===== config.mk =====
export PLATFORM = sky130hd
export DESIGN_NAME = input_controller
export DESIGN_NICKNAME = d
export VERILOG_FILES = /design/src/rtl/input_controller.sv
export SDC_FILE = /design/constraint.sdc
export NUM_CORES = 1
export LEC_CHECK = 0
export BUFFER_PORTS_ARGS = -buffer_cell sky130_fd_sc_hd__clkbuf_2
export CORE_MARGIN = 5
export CORE_UTILIZATION = 30
export CTS_BUF_LIST = sky130_fd_sc_hd__clkbuf_8
export DETAILED_ROUTE_END_ITERATION = 8
export GPL_ROUTABILITY_DRIVEN = 1
export SLEW_MARGIN = 40
export SYNTH_ARGS = -nofsm -noshare
export SYNTH_HDL_FRONTEND = slang
export SYNTH_SLANG_ARGS = --single-unit

===== constraint.sdc =====
create_clock -name clk_in -period 2 [get_ports clk_in]
set_clock_uncertainty 0.1 [all_clocks]
set_input_delay 0.6 -clock clk_in [delete_from_list [all_inputs] [get_ports clk_in]]
set_output_delay 0.6 -clock clk_in [all_outputs]
set_load 0.02 [all_outputs]

===== src/rtl/input_controller.sv =====
// Receive side of the byte-stream path: packs an AXI-Stream-style byte stream into
// DATA_WIDTH-bit words (MSB byte first), writes them to the frame buffer and checks tlast framing.
`timescale 1ns/1ps
module input_controller #(
    parameter int ADDR_WIDTH = 8,
    parameter int DATA_WIDTH = 80,
    parameter int NUM_WORDS  = 4,
    parameter int ADDR_STEP  = 4
) (
    input  logic                  clk_in,
    input  logic                  rst_n_in,
    input  logic [7:0]            tdata_in,
    input  logic                  tvalid_in,
    input  logic                  tlast_in,
    output logic                  tready_out,
    output logic [ADDR_WIDTH-1:0] wr_addr,
    output logic [DATA_WIDTH-1:0] wr_data,
    output logic                  wr_en,
    output logic                  frame_done,
    output logic                  frame_err,
    output logic [1:0]            o_state
);
    localparam int BYTES = DATA_WIDTH / 8;
    localparam int BCW   = (BYTES > 1) ? $clog2(BYTES) : 1;
    localparam int WCW   = (NUM_WORDS > 1) ? $clog2(NUM_WORDS) : 1;

    typedef enum logic [1:0] {
        RECV  = 2'd0,
        WRITE = 2'd1,
        DRAIN = 2'd2
    } state_t;

    // Handshake: a byte transfers on a rising edge where tvalid_in && tready_out;
    // tdata_in/tlast_in are only meaningful while tvalid_in is high.
    state_t                r_state;
    logic                  r_drain;
    logic [DATA_WIDTH-9:0] r_shift;
    logic [BCW-1:0]        r_byte_cnt;
    logic [WCW-1:0]        r_word_cnt;

    logic                  w_accept;
    logic                  w_last_byte;
    logic                  w_last_word;
    logic [DATA_WIDTH-1:0] w_word;
    logic [ADDR_WIDTH-1:0] w_addr;

    assign w_accept    = tvalid_in && tready_out;
    assign w_last_byte = (r_byte_cnt == BCW'(BYTES - 1));
    assign w_last_word = (r_word_cnt == WCW'(NUM_WORDS - 1));
    // The final byte is never stored: it is merged straight into the word being written.
    assign w_word      = {r_shift, tdata_in};
    assign w_addr      = ADDR_WIDTH'(r_word_cnt) * ADDR_WIDTH'(ADDR_STEP);
    assign o_state     = r_state;

    always_ff @(posedge clk_in or negedge rst_n_in) begin
        if (!rst_n_in) begin
            r_state    <= RECV;
            r_drain    <= 1'b0;
            r_shift    <= '0;
            r_byte_cnt <= '0;
            r_word_cnt <= '0;
            tready_out <= 1'b1;
            wr_addr    <= '0;
            wr_data    <= '0;
            wr_en      <= 1'b0;
            frame_done <= 1'b0;
            frame_err  <= 1'b0;
        end else begin
            wr_en      <= 1'b0;
            frame_done <= 1'b0;
            frame_err  <= 1'b0;
            case (r_state)
                RECV: begin
                    if (w_accept) begin
                        if (w_last_byte) begin
                            r_byte_cnt <= '0;
                            if (tlast_in && !w_last_word) begin
                                frame_err  <= 1'b1;
                                r_word_cnt <= '0;
                            end else begin
                                wr_en      <= 1'b1;
                                wr_addr    <= w_addr;
                                wr_data    <= w_word;
                                tready_out <= 1'b0;
                                r_state    <= WRITE;
                                r_word_cnt <= w_last_word ? '0 : r_word_cnt + WCW'(1);
                                if (w_last_word) begin
                                    // Missing tlast still writes the word, then drains to the next tlast.
                                    if (tlast_in) begin
                                        frame_done <= 1'b1;
                                    end else begin
                                        frame_err <= 1'b1;
                                        r_drain   <= 1'b1;
                                    end
                                end
                            end
                        end else if (tlast_in) begin
                            frame_err  <= 1'b1;
                            r_byte_cnt <= '0;
                            r_word_cnt <= '0;
                        end else begin
                            r_shift    <= {r_shift[DATA_WIDTH-17:0], tdata_in};
                            r_byte_cnt <= r_byte_cnt + BCW'(1);
                        end
                    end
                end
                WRITE: begin
                    tready_out <= 1'b1;
                    r_drain    <= 1'b0;
                    r_state    <= r_drain ? DRAIN : RECV;
                end
                DRAIN: begin
                    if (w_accept && tlast_in) begin
                        r_state    <= RECV;
                        r_byte_cnt <= '0;
                        r_word_cnt <= '0;
                    end
                end
                default: begin
                    r_state    <= RECV;
                    tready_out <= 1'b1;
                end
            endcase
        end
    end
endmodule


Yosys cells after proc, flatten, opt, wreduce, memory -nomap -nowiden
Index checks and enable logic that the tools add are counted.
{"block": "totals", "mem_bits_rw": 0, "latchBits": 0, "romBits": 0, "memories": 0, "regBits": 167, "word_cells": 85, "input_bits": 12}
{"block": "op_classes", "muxes": 43, "reduce_logical": 14, "div": 0, "shifts": 0, "n_eq_ne": 11, "order_cmp": 0, "multipliers": 0, "n_addsub": 2, "n_bitwise": 4}
{"operator": "1-bit two-way mux", "count": 24}
{"operator": "2-bit two-way mux", "count": 10}
{"operator": "4-bit AND reduction", "count": 5}
{"operator": "4-bit two-way mux", "count": 4}
{"operator": "2-bit inequality test (second input constant)", "count": 6}
{"operator": "4-bit case mux with 2 select lines", "count": 1}
{"operator": "2-bit case mux with 3 select lines", "count": 1}
{"operator": "6-bit AND reduction", "count": 1}
{"operator": "4-bit by 1-bit adder with 4-bit output (second input constant)", "count": 1}
{"operator": "2-bit equality test (second input constant)", "count": 2}
{"operator": "4-bit equality test (second input constant)", "count": 1}
{"operator": "1-bit inverter", "count": 4}
{"operator": "1-bit case mux with 2 select lines", "count": 2}
{"operator": "2-bit case mux with 2 select lines", "count": 1}
{"operator": "2-bit nonzero test", "count": 2}
{"operator": "1-bit logical AND", "count": 3}
{"operator": "3-bit inequality test (second input constant)", "count": 1}
{"operator": "3-bit AND reduction", "count": 1}
{"operator": "2-bit by 1-bit adder with 2-bit output (second input constant)", "count": 1}
{"operator": "2-bit by 1-bit equality test with 1-bit output (second input constant)", "count": 1}
{"operator": "2-bit logical NOT", "count": 1}
{"operator": "1-bit logical NOT", "count": 1}

Depth between registers and ports, before layout
Gate-level depths: netlist of run 1.
{"block": "depth", "word_depth": 7, "depth_mapped": 7, "mapped_depth_nobuf": 5}

Worst setup path after synthesis of run 1
Ideal clock, no wire load.
{"block": "synth_timing", "path_type": "register -> register", "from": "register r_byte_cnt[0]", "to": "register r_shift[24]", "path_buffers": 2, "synth_period_minus_slack_ns": 2.053, "t_required_ns": 1.775, "arrival_ns": 1.828, "path_stages_with_launch": 7, "setup_slack_ns": -0.053, "setup_ns": 0.125, "path_cell_list": "dfrtp_1 > ha_1 > and3b_1 > nor3_1 > buf_2 > buf_4 > mux2_2"}
{"block": "synth_via", "elab_chain_len": 3}
{"item": "from (decl)", "line": "38", "source": "logic [BCW-1:0] r_byte_cnt;"}
{"item": "from (signal assigned)", "line": "103", "source": "r_byte_cnt <= r_byte_cnt + BCW'(1);"}
{"item": "4-bit equality test", "line": "48", "source": "assign w_last_byte = (r_byte_cnt == BCW'(BYTES - 1));"}
{"item": "1-bit inverter (no source line)"}
{"item": "4-bit AND reduction (no source line)"}
{"item": "to (signal assigned)", "line": "102", "source": "r_shift <= {r_shift[DATA_WIDTH-17:0], tdata_in};"}
{"item": "to (decl)", "line": "37", "source": "logic [DATA_WIDTH-9:0] r_shift;"}
No other way between the ends.
A chain may end at the register's enable or synchronous reset.

Final worst setup path of run 1
{"block": "layout_timing", "from": "register r_byte_cnt[1]", "to": "register wr_data[6]"}
{"block": "layout_via", "elab_chain_len": 2}
{"item": "4-bit equality test", "line": "48"}
{"item": "4-bit AND reduction (no source line)"}
{"item": "to (signal assigned)", "line": "83", "source": "wr_data <= w_word;"}
{"item": "to (decl)", "line": "17", "source": "output logic [DATA_WIDTH-1:0] wr_data,"}
No other way between the ends.

==> results by group, run 1 <==
Final layout
  • Final core area utilization: 0.372
  • Final cell count without fillers: ~830
  • Share of cells above drive strength 1: 0.609
  • Number of nets in the finished design: roughly 550
  • Commonest cells after routing, fill and taps aside: sky130_fd_sc_hd__dfrtp_1, sky130_fd_sc_hd__clkbuf_2, sky130_fd_sc_hd__mux2_2
  • Antenna diode count: 0
  • P&R area growth vs syn: 23.3%
  • Most common library cell in the layout ignoring fill and taps: sky130_fd_sc_hd__dfrtp_1

Worst setup path
  • Critical path's largest stage delay: between 0.4 and 0.5 ns
  • Reg2reg path depth: 6
  • Required time of the worst setup path: about 2.2 ns
  • Critical path buffer and inverter count: 2
  • Crit Reg-Reg Startpoint: r_byte_cnt[1]$_DFFE_PN0P_
  • Slowest cell on the critical path: sky130_fd_sc_hd__or3_4
  • Kind of start point of the critical path: flop
  • Endpoint arrival time on the critical path: about 2.2 ns
  • Cell breakdown of the critical path: inv_1 -> ha_2 -> nand3b_4 -> or3_4 -> buf_12 -> mux2_4
  • Register-to-register setup slack: -0.004 ns
  • Reg-to-reg endpoint: wr_data[6]$_DFFE_PN0P_
  • Crit path max-delay family: simple AND/OR/NAND/NOR gates
  • Start-to-end type of the worst setup path: flop to flop
  • Worst setup EP type: flop
  • Largest fanout on the critical path: 22

Logic synthesis
  • Share of Yosys cell area claimed by the top area cell type: 0.613
  • Top post-synthesis cells by area: sky130_fd_sc_hd__dfrtp_1, sky130_fd_sc_hd__mux2_4, sky130_fd_sc_hd__mux2_2, sky130_fd_sc_hd__buf_6, sky130_fd_sc_hd__buf_4
  • Avg Synthesized Cell Area: around 17 um2
  • Number of different library cells in the post-synthesis netlist: 32
  • Number of synthesis warnings: 0
  • Synth Register Bits: 167
  • Synth Cell Area: slightly below 7000 um2
  • Gate Count Post-Synth: 396
  • Share of the yosys chip area belonging to registers: 0.617
  • Top cell type by total area after synthesis: sky130_fd_sc_hd__dfrtp_1

Routing
  • Number of optimization iterations in the first detailed-route pass: 4
  • Met2 WL: 6.77 mm
  • Total DRC errors in the routed layout: 0
  • Length of routed wiring on met1: between 6 and 7 mm
  • Detail Route met3 WL: 661 um
  • Final routed wirelength across all metal layers: approximately 14 mm
  • DR top layer: met4
  • Average routed wire per standard cell: around 17 um
  • Iter 0 DRT Violations: between 100 and 150
  • Via-to-Cell Ratio: between 4 and 5
  • Routed Antenna Nets: 0
  • Total via count after detailed routing: around 3700

Power
  • Max VDD drop: roughly 0.00035 V
  • Power Density: ~700 nW/um2
  • Leakage: around 4.6 nW
  • Total power draw: around 5.9 mW

Flow run
  • Max-cap violation count: 0

Timing
  • Crit share post-route: 1.00
  • Unrepaired setup endpoints after global routing: true
  • Final setup viols: 5
  • Final setup slack of the worst path: -0.00429 ns
  • FMAX: ~500 MHz
  • Final hold viol count: 0
  • Min Tclk post-route: roughly 2 ns
  • Final Max Tran Viols: 0
  • Setup TNS after final layout: -0.0125 ns

Placement
  • Dpl cells: a little under 800
  • HPWL after detailed placement: between 9 and 10 mm
  • Number of I/O port buffers: ~100
  • Placer congestion estimate: about 0.75

GRT
  • Antenna violations before repair: 0
  • Via count of the first global-routing pass: between 4000 and 5000
  • Final global-route overflow total: 0
  • Overall fraction of global-route tracks in use: 0.109
  • First-pass GRT wire length: 22.3 mm
  • Largest net degree at the start of global routing: between 40 and 50

Hold path
  • Worst min-delay path endpoint: wr_data[2]$_DFFE_PN0P_
  • Startpoint of the worst hold path: tdata_in[2]
  • Hold depth: 2
  • Hold Path Class: input port to flop

Clock network
  • Clock sinks: 167
  • Maximum root-to-sink buffer count: 2
  • Worst-path clk slew: about 0.10 ns
  • TritonCTS clock tree: done
  • Clock latency of the later-clocked register in the worst-skew pair: roughly 0.45 ns
  • TritonCTS buffer count: 17
  • Root cell of the clock tree: sky130_fd_sc_hd__clkbuf_8
  • Depth of the CTS H-tree: 4

Run status
  • Violations in the final reports: setup timing
  • Status: complete, but fails checks

Floorplan
  • Number of placement rows: 55
  • Starting density of the core: 0.302
  • Height of the chip: ~160 um
  • Die boundary width: around 160 um
  • I/O pin count: 106
  • Area of the core: around 22000 um2
  • Die Area: roughly 26000 um2
[how the worst max path moves through the flow]
stage                                   start                 endpoint  slack (ns)  depth (start not counted)
floorplan                            tlast_in   wr_addr[2]$_DFFE_PN0P_        0.02                          5
global placement                     tlast_in  wr_data[53]$_DFFE_PN0P_       -0.11                          5
detailed placement                   tlast_in   wr_data[6]$_DFFE_PN0P_       -0.14                          5
CTS                 r_word_cnt[1]$_DFFE_PN0P_   wr_data[6]$_DFFE_PN0P_      -0.005                          6
global route        r_word_cnt[1]$_DFFE_PN0P_  wr_data[14]$_DFFE_PN0P_       -0.06                          6
finish              r_byte_cnt[1]$_DFFE_PN0P_   wr_data[6]$_DFFE_PN0P_      -0.004                          6
[synth_stat cells]
master / instances
sky130_fd_sc_hd__inv_1: 5
sky130_fd_sc_hd__buf_6: 8
sky130_fd_sc_hd__nand3b_1: 1
sky130_fd_sc_hd__buf_2: 4
sky130_fd_sc_hd__a2111oi_0: 1
sky130_fd_sc_hd__o21ai_0: 1
sky130_fd_sc_hd__nand3b_4: 1
sky130_fd_sc_hd__nor2b_1: 2
sky130_fd_sc_hd__nand4b_1: 1
sky130_fd_sc_hd__buf_4: 11
sky130_fd_sc_hd__nand2_1: 3
sky130_fd_sc_hd__nor4b_1: 2
sky130_fd_sc_hd__nor2_1: 3
sky130_fd_sc_hd__or3_1: 1
sky130_fd_sc_hd__nor4_1: 2
sky130_fd_sc_hd__and3b_1: 1
sky130_fd_sc_hd__dfstp_2: 1
sky130_fd_sc_hd__a22o_1: 2
sky130_fd_sc_hd__ha_1: 6
sky130_fd_sc_hd__nand4bb_4: 1
sky130_fd_sc_hd__or2_2: 1
sky130_fd_sc_hd__mux2_2: 88
sky130_fd_sc_hd__nand2b_1: 4
sky130_fd_sc_hd__conb_1: 1
sky130_fd_sc_hd__a21o_1: 2
sky130_fd_sc_hd__nand3_1: 2
sky130_fd_sc_hd__xnor2_1: 1
sky130_fd_sc_hd__a2bb2oi_1: 1
sky130_fd_sc_hd__a211oi_1: 2
sky130_fd_sc_hd__nor3_1: 2
sky130_fd_sc_hd__dfrtp_1: 166
sky130_fd_sc_hd__mux2_4: 69
[metrics by stage]
step | hold WS (ns) | setup WS, ns | instance area (um2)
5_1_grt | 0.264 | -0.0623 | 8350
4_1_cts | 0.257 | -0.00451 | 8220
6_report | 0.304 | -0.00429 | 8350
2_1_floorplan | 0.204 | 0.0189 | 6800
3_5_place_dp | 0.393 | -0.139 | 7810
3_3_place_gp | 0.387 | -0.115 | 7810
[final cells by class]
class | instances | area [um2]
multi-input combinational | 206 | 2450
timing repair buffer | 132 | 956
inverter | 5 | 18.8
clock buffer | 17 | 234
fill | 2128 | 14100
clock inverter | 15 | 151
sequential | 167 | 4180
tap | 285 | 357
[sequential cells by signal (all words and copies together), names as in the netlist]
| signal | cells |
|---|---|
| r_word_cnt | 2 |
| wr_en | 1 |
| r_byte_cnt | 4 |
| frame_err | 1 |
| frame_done | 1 |
| r_shift | 72 |
| r_drain | 1 |
| wr_addr | 2 |
| o_state | 2 |
| tready_out | 1 |
| wr_data | 80 |
[power by group]
group          total (mW)  leakage [nW]  internal [mW]  switching, mW
Sequential           3.37          2.33           3.37              0
Combinational       0.119          2.04         0.0290         0.0902
Clock                2.36         0.192          0.936           1.42
Total                5.85          4.56           4.34           1.51
[cell families after synthesis]
group	synth area share
fa+ha+maj	0.0111
flops	0.617
mux	0.299
simple gates	0.0288
buf+inv	0.0312
other cells	0.000554
compound gates	0.0103
xor+xnor	0.00129
[per-layer routing]
metal,vias to the layer above,track usage
met5,-,0
met4,0,0.0317
met3,10,0.0364
met2,82,0.173
met1,1898,0.142
li1,1660,-
[what timing repair did]
| item | 4_1_cts | 5_1_grt |
|---|---|---|
| endpoints found under the hold margin | 26 | 0 |
| setup endpoints to repair | 32 | 149 |
| gates resized for setup | 2 | 13 |
| hold buffers | 1 | 0 |
| pin swaps | 1 | 0 |
| cloned | 0 | 3 |
| setup buffers | 1 | 0 |
[worst register-to-register path, stage by stage, from the launching register on]
cell and delay, ns:
sky130_fd_sc_hd__dfrtp_1 0.40, sky130_fd_sc_hd__inv_1 0.07, sky130_fd_sc_hd__ha_2 0.19, sky130_fd_sc_hd__nand3b_4 0.08
sky130_fd_sc_hd__or3_4 0.49, sky130_fd_sc_hd__buf_12 0.21, sky130_fd_sc_hd__mux2_4 0.35
No activity file was read; power rests on OpenSTA's default activity.
==> inputs of run 2 (changes only) <==
--- a/config.mk
+++ b/config.mk
@@ -7,10 +7,11 @@
 export LEC_CHECK = 0
 export BUFFER_PORTS_ARGS = -buffer_cell sky130_fd_sc_hd__clkbuf_2
 export CORE_MARGIN = 5
-export CORE_UTILIZATION = 30
+export CORE_UTILIZATION = 38
 export CTS_BUF_LIST = sky130_fd_sc_hd__clkbuf_8
 export DETAILED_ROUTE_END_ITERATION = 8
 export GPL_ROUTABILITY_DRIVEN = 1
+export PLACE_DENSITY = 0.67
 export SLEW_MARGIN = 40
 export SYNTH_ARGS = -nofsm -noshare
 export SYNTH_HDL_FRONTEND = slang
==> run 2 against run 1 <==
The flow still finishes with violations (setup timing). Non-clock buffer count is 3 higher. Sequential power is essentially flat. Die area fell by 20%. Highest routed layer unchanged.
==> results by group, run 2 (same netlist as run 1, synthesis figures left out) <==
Run status
  • Status: complete, but fails checks
  • Violations in the final reports: setup timing

Worst setup path
  • Kind of start point of the critical path: flop
  • Worst setup EP type: flop
  • Start-to-end type of the worst setup path: flop to flop
  • Most frequent cell on the critical path: sky130_fd_sc_hd__ha_1
  • Crit path max-delay family: simple AND/OR/NAND/NOR gates
  • Required time of the worst setup path: about 2.2 ns
  • Cell breakdown of the critical path: ha_1 -> inv_1 -> ha_1 -> or3_4 -> buf_12 -> mux2_4
  • Critical path buffer and inverter count: 2
  • Largest fanout on the critical path: 31
  • Endpoint arrival time on the critical path: around 2.2 ns
  • Critical path's largest stage delay: 0.44 ns
  • Slowest cell on the critical path: sky130_fd_sc_hd__or3_4

Final layout
  • P&R area growth vs syn: 24.5%
  • Most common library cell in the layout ignoring fill and taps: sky130_fd_sc_hd__dfrtp_1
  • Share of cells above drive strength 1: 0.609
  • Commonest cells after routing, fill and taps aside: sky130_fd_sc_hd__dfrtp_1, sky130_fd_sc_hd__mux2_4, sky130_fd_sc_hd__clkbuf_2
  • Final core area utilization: 0.484
  • Number of nets in the finished design: 550
  • Max FFs per register: 80
  • Biggest regs: wr_data: 80 flops, r_shift: 72 flops, r_byte_cnt: 4 flops
  • Antenna diode count: 0
  • Register ranked first by flip-flop count: wr_data

Floorplan
  • I/O pin count: around 110
  • Starting density of the core: 0.389
  • Die Area: 20600 um2
  • Number of placement rows: 48
  • Area of the core: 17400 um2
  • Die boundary width: between 100 and 150 um
  • Height of the chip: around 140 um

Power
  • Leakage: roughly 4.6 nW
  • Max VDD drop: roughly 0.00037 V
  • Power Density: 704 nW/um2
  • Total power draw: roughly 5.9 mW

Placement
  • Number of I/O port buffers: 99
  • Placer congestion estimate: slightly below 0.8
  • HPWL after detailed placement: 8.91 mm

Timing
  • Unrepaired setup endpoints after global routing: true
  • Min Tclk post-route: about 2.0 ns
  • FMAX: 499 MHz
  • Final setup viols: 3
  • Crit share post-route: 1.00
  • Final Max Tran Viols: 0
  • Setup TNS after final layout: -0.00740 ns
  • Final setup slack of the worst path: -0.00431 ns
  • Final hold viol count: 0

GRT
  • Largest net degree at the start of global routing: 55
  • Global Route met1 Usage: 0.176
  • First-pass GRT wire length: 21.6 mm
  • Global routing met3 resource utilization: 0.0526
  • Final global-route overflow total: 0
  • Routing layer with the top usage in global route: met2
  • Overall fraction of global-route tracks in use: 0.135
  • Via count of the first global-routing pass: 3984
  • Met2 track demand over resource in global routing: 0.206
  • Antenna violations before repair: 0

Clock network
  • Depth of the CTS H-tree: 4
  • Clock sinks: around 170
  • TritonCTS clock tree: done
  • Root cell of the clock tree: sky130_fd_sc_hd__clkbuf_8
  • TritonCTS buffer count: 17
  • Worst-path clk slew: ~0.090 ns
  • Clock latency of the later-clocked register in the worst-skew pair: between 0.4 and 0.5 ns
  • Maximum root-to-sink buffer count: 2

Routing
  • Via-to-Cell Ratio: 4.74
  • Routed Antenna Nets: 0
  • Total via count after detailed routing: 3652
  • Final routed wirelength across all metal layers: 13.6 mm
  • Average routed wire per standard cell: between 15 and 20 um
  • Number of optimization iterations in the first detailed-route pass: 4
  • Total DRC errors in the routed layout: 0
  • Iter 0 DRT Violations: 178

Flow run
  • Max-cap violation count: 0

Hold path
  • Hold Path Class: input port to flop
## run 2: final timing paths
check / end / cells past startpoint / from / slack (ns)
setup reg to reg: wr_data[25]$_DFFE_PN0P_ / 6 / r_word_cnt[1]$_DFFE_PN0P_ / -0.004
max in group asynchronous: r_shift[38]$_DFFE_PN0P_ / 3 / rst_n_in / 0.62
min in group asynchronous: r_shift[29]$_DFFE_PN0P_ / 2 / rst_n_in / 0.54
setup / recovery: wr_data[25]$_DFFE_PN0P_ / 6 / r_word_cnt[1]$_DFFE_PN0P_ / -0.004
hold / removal: wr_data[7]$_DFFE_PN0P_ / 2 / tdata_in[7] / 0.30
hold reg to reg: r_shift[64]$_DFFE_PN0P_ / 1 / r_shift[64]$_DFFE_PN0P_ / 0.41
## run 2: stage by stage
step,cells,setup WS (ns),hold WS (ns),cell area [um2]
global route,770,-0.0577,0.260,8430
floorplan,401,0.0189,0.204,6800
global placement,728,-0.122,0.387,7720
detailed placement,728,-0.142,0.393,7720
finish,770,-0.00431,0.300,8430
CTS,762,0.000815,0.257,8160
## run 2: cell type report
type / count / area, um2
Sequential cell: 167 / 4180
Clock inverter: 13 / 146
Clock buffer: 19 / 262
Fill cell: 1523 / 8990
Multi-Input combinational cell: 206 / 2540
Tap cell: 225 / 282
Inverter: 5 / 18.8
Timing Repair Buffer: 135 / 1000
## run 2: routing by layer
layer | up-vias | part of all wire
met5 | - | 0
met4 | 0 | 0.013
met3 | 15 | 0.064
met2 | 82 | 0.47
met1 | 1894 | 0.45
li1 | 1661 | -
## run 2: timing repair
item / 4_1_cts / 5_1_grt
hold endpoints to repair: 37 / 0
gates resized for setup: 4 / 33
gates cloned: 0 / 5
pin swaps: 0 / 1
hold buffers: 1 / 0
endpoints found under the setup margin: 10 / 102
buffers inserted: 1 / 3
## run 2: power breakdown
| part | total (mW) | leakage (nW) | internal [mW] | switching (mW) |
|---|---|---|---|---|
| registers | 3.37 | 2.33 | 3.37 | 0 |
| logic | 0.119 | 2.08 | 0.0278 | 0.0908 |
| clock network | 2.44 | 0.208 | 1.19 | 1.25 |
| total | 5.94 | 4.61 | 4.59 | 1.35 |
==> inputs of run 3 (changes only) <==
--- a/config.mk
+++ b/config.mk
@@ -8,7 +8,6 @@
 export BUFFER_PORTS_ARGS = -buffer_cell sky130_fd_sc_hd__clkbuf_2
 export CORE_MARGIN = 5
 export CORE_UTILIZATION = 38
-export CTS_BUF_LIST = sky130_fd_sc_hd__clkbuf_8
 export DETAILED_ROUTE_END_ITERATION = 8
 export GPL_ROUTABILITY_DRIVEN = 1
 export PLACE_DENSITY = 0.67
==> run 3 against run 2 <==
The flow now finishes without violations. Register-to-register slack improved by 0.02 ns. Final cell count up 0.52%. Count of clock-buffer cells in the layout is the same. Worst setup slack better by 0.020 ns. Clock power increased by 35%. Core utilization rose by 0.95 points. Critical path depth is the same. First-iteration DRC count is 1.1% higher. Maximum frequency is 1.0% higher. Sequential power about the same. Sequential share of layout area fell by 0.95 points. Total power increased by 14%. Largest cell class unchanged. Highest routed layer unchanged.
==> results by group, run 3 (same netlist as run 1, synthesis figures left out) <==
Worst setup path
  • Kind of start point of the critical path: flop
  • Endpoint arrival time on the critical path: approximately 2.2 ns
  • Reg2reg path depth: 6
  • Largest fanout on the critical path: 8
  • Register-to-register setup slack: around 0.016 ns
  • Worst setup EP type: flop
  • Required time of the worst setup path: roughly 2.2 ns
  • Crit Reg-Reg Startpoint: r_word_cnt[1]$_DFFE_PN0P_
  • Start-to-end type of the worst setup path: flop to flop
  • Reg-to-reg endpoint: wr_data[20]$_DFFE_PN0P_

Timing
  • Crit share post-route: 0.992
  • Unrepaired setup endpoints after global routing: true
  • Min Tclk post-route: 1.98 ns
  • FMAX: 504 MHz
  • Final Max Tran Viols: 0
  • Setup TNS after final layout: 0 ns
  • Final setup viols: 0
  • Final hold viol count: 0
  • Final setup slack of the worst path: roughly 0.016 ns

Final layout
  • FILL cells: ~1500
  • Antenna diode count: 0
  • Biggest regs: wr_data: 80 flops, r_shift: 72 flops, r_byte_cnt: 4 flops
  • Sequential cell area: ~4200 um2
  • Share of cells above drive strength 1: 0.616
  • Register ranked first by flip-flop count: wr_data
  • Final core area utilization: 0.493
  • Number of nets in the finished design: 554
  • Final cell count without fillers: slightly below 800
  • Commonest cells after routing, fill and taps aside: sky130_fd_sc_hd__dfrtp_1, sky130_fd_sc_hd__clkbuf_2, sky130_fd_sc_hd__mux2_2
  • Max FFs per register: 80
  • Most common library cell in the layout ignoring fill and taps: sky130_fd_sc_hd__dfrtp_1
  • Multi-input logic area: 2450 um2
  • P&R area growth vs syn: 26.9%

Clock network
  • Clock sinks: 167
  • Maximum root-to-sink buffer count: 2
  • Depth of the CTS H-tree: 4
  • Worst-path clk slew: about 0.070 ns
  • Clock latency of the later-clocked register in the worst-skew pair: 0.42 ns
  • Hold-fix buffers, CTS: 0
  • Root cell of the clock tree: sky130_fd_sc_hd__clkbuf_16
  • TritonCTS clock tree: done
  • TritonCTS buffer count: 17

Hold path
  • Hold Path Class: input port to asynchronous set/reset pin

Routing
  • Iter 0 DRT Violations: 180
  • Average routed wire per standard cell: approximately 18 um
  • Total via count after detailed routing: around 3700
  • Total DRC errors in the routed layout: 0
  • Number of optimization iterations in the first detailed-route pass: 4
  • Via-to-Cell Ratio: about 4.8
  • Routed Antenna Nets: 0
  • Final routed wirelength across all metal layers: approximately 14 mm

Placement
  • Dpl cells: ~730
  • HPWL after detailed placement: around 8.9 mm
  • Post-placement worst setup slack: -0.142 ns
  • Placer congestion estimate: approximately 0.8
  • Number of I/O port buffers: between 90 and 100

Flow run
  • Max-cap violation count: 0

Floorplan
  • Starting density of the core: 0.389
  • Area of the core: roughly 17000 um2
  • Die Area: slightly above 20000 um2
  • Number of placement rows: between 40 and 50
  • I/O pin count: 106
  • Die boundary width: ~140 um
  • Height of the chip: 143 um

GRT
  • Final global-route overflow total: 0
  • First-pass GRT wire length: 21.8 mm
  • Largest net degree at the start of global routing: between 50 and 60
  • Antenna violations before repair: 0
  • Overall fraction of global-route tracks in use: 0.136
  • Via count of the first global-routing pass: roughly 4000

Run status
  • Status: finished clean

Power
  • Leakage: about 4.7 nW
  • Max VDD drop: between 0.0005 and 0.0006 V
  • Power Density: 790 nW/um2
-- run 3: per-stage QoR --
stage | instance area [um2] | power [mW] | hold WS, ns
detailed placement | 7720 | 3.56 | 0.393
CTS | 8360 | 6.86 | 0.000635
global placement | 7720 | 3.56 | 0.387
finish | 8590 | 6.79 | 0.00118
global route | 8590 | 7.04 | 0.00933
floorplan | 6800 | 3.46 | 0.204
-- run 3: area by class of cell --
class,count,share of cell area
clock inverter,13,0.0170
sequential,167,0.486
tap,225,0.0328
multi-input combinational,207,0.285
timing repair buffer,138,0.123
clock buffer,19,0.0527
inverter,5,0.00218
-- run 3: power breakdown --
part / leakage (nW) / internal, mW / switching (mW)
combinational: 2.10 / 0.0280 / 0.0917
clock: 0.295 / 1.92 / 1.37
sequential: 2.33 / 3.38 / 0
-- run 3: worst max-delay path, stage by stage (launching register included) --
cell,delay [ns]
sky130_fd_sc_hd__dfrtp_1,0.36
sky130_fd_sc_hd__ha_2,0.19
sky130_fd_sc_hd__inv_2,0.05
sky130_fd_sc_hd__ha_4,0.16
sky130_fd_sc_hd__or3_4,0.48
sky130_fd_sc_hd__clkbuf_16,0.22
sky130_fd_sc_hd__mux2_4,0.31
-- run 3: how the worst max path moves through the flow --
stage	start	endpoint	slack (ns)
floorplan	tlast_in	wr_addr[2]$_DFFE_PN0P_	0.02
global placement	tlast_in	wr_data[1]$_DFFE_PN0P_	-0.12
detailed placement	tlast_in	wr_data[27]$_DFFE_PN0P_	-0.14
CTS	r_word_cnt[1]$_DFFE_PN0P_	wr_data[56]$_DFFE_PN0P_	0.01
global route	r_byte_cnt[0]$_DFFE_PN0P_	r_shift[11]$_DFFE_PN0P_	-0.05
finish	r_word_cnt[1]$_DFFE_PN0P_	wr_data[20]$_DFFE_PN0P_	0.02
-- run 3: per-layer routing --
metal | part of all wire | global-route usage | routed length (um)
met4 | 0.013 | 0.0471 | 186
met2 | 0.47 | 0.205 | 6710
met5 | 0 | 0 | 0
met3 | 0.062 | 0.0506 | 886
met1 | 0.45 | 0.181 | 6480
-- run 3: repair_timing --
action / 4_1_cts / 5_1_grt
pin swaps: 1 / 2
resized for setup: 4 / 13
buffers inserted: 0 / 6
endpoints found under the setup margin: 5 / 79
gates cloned: 1 / 7
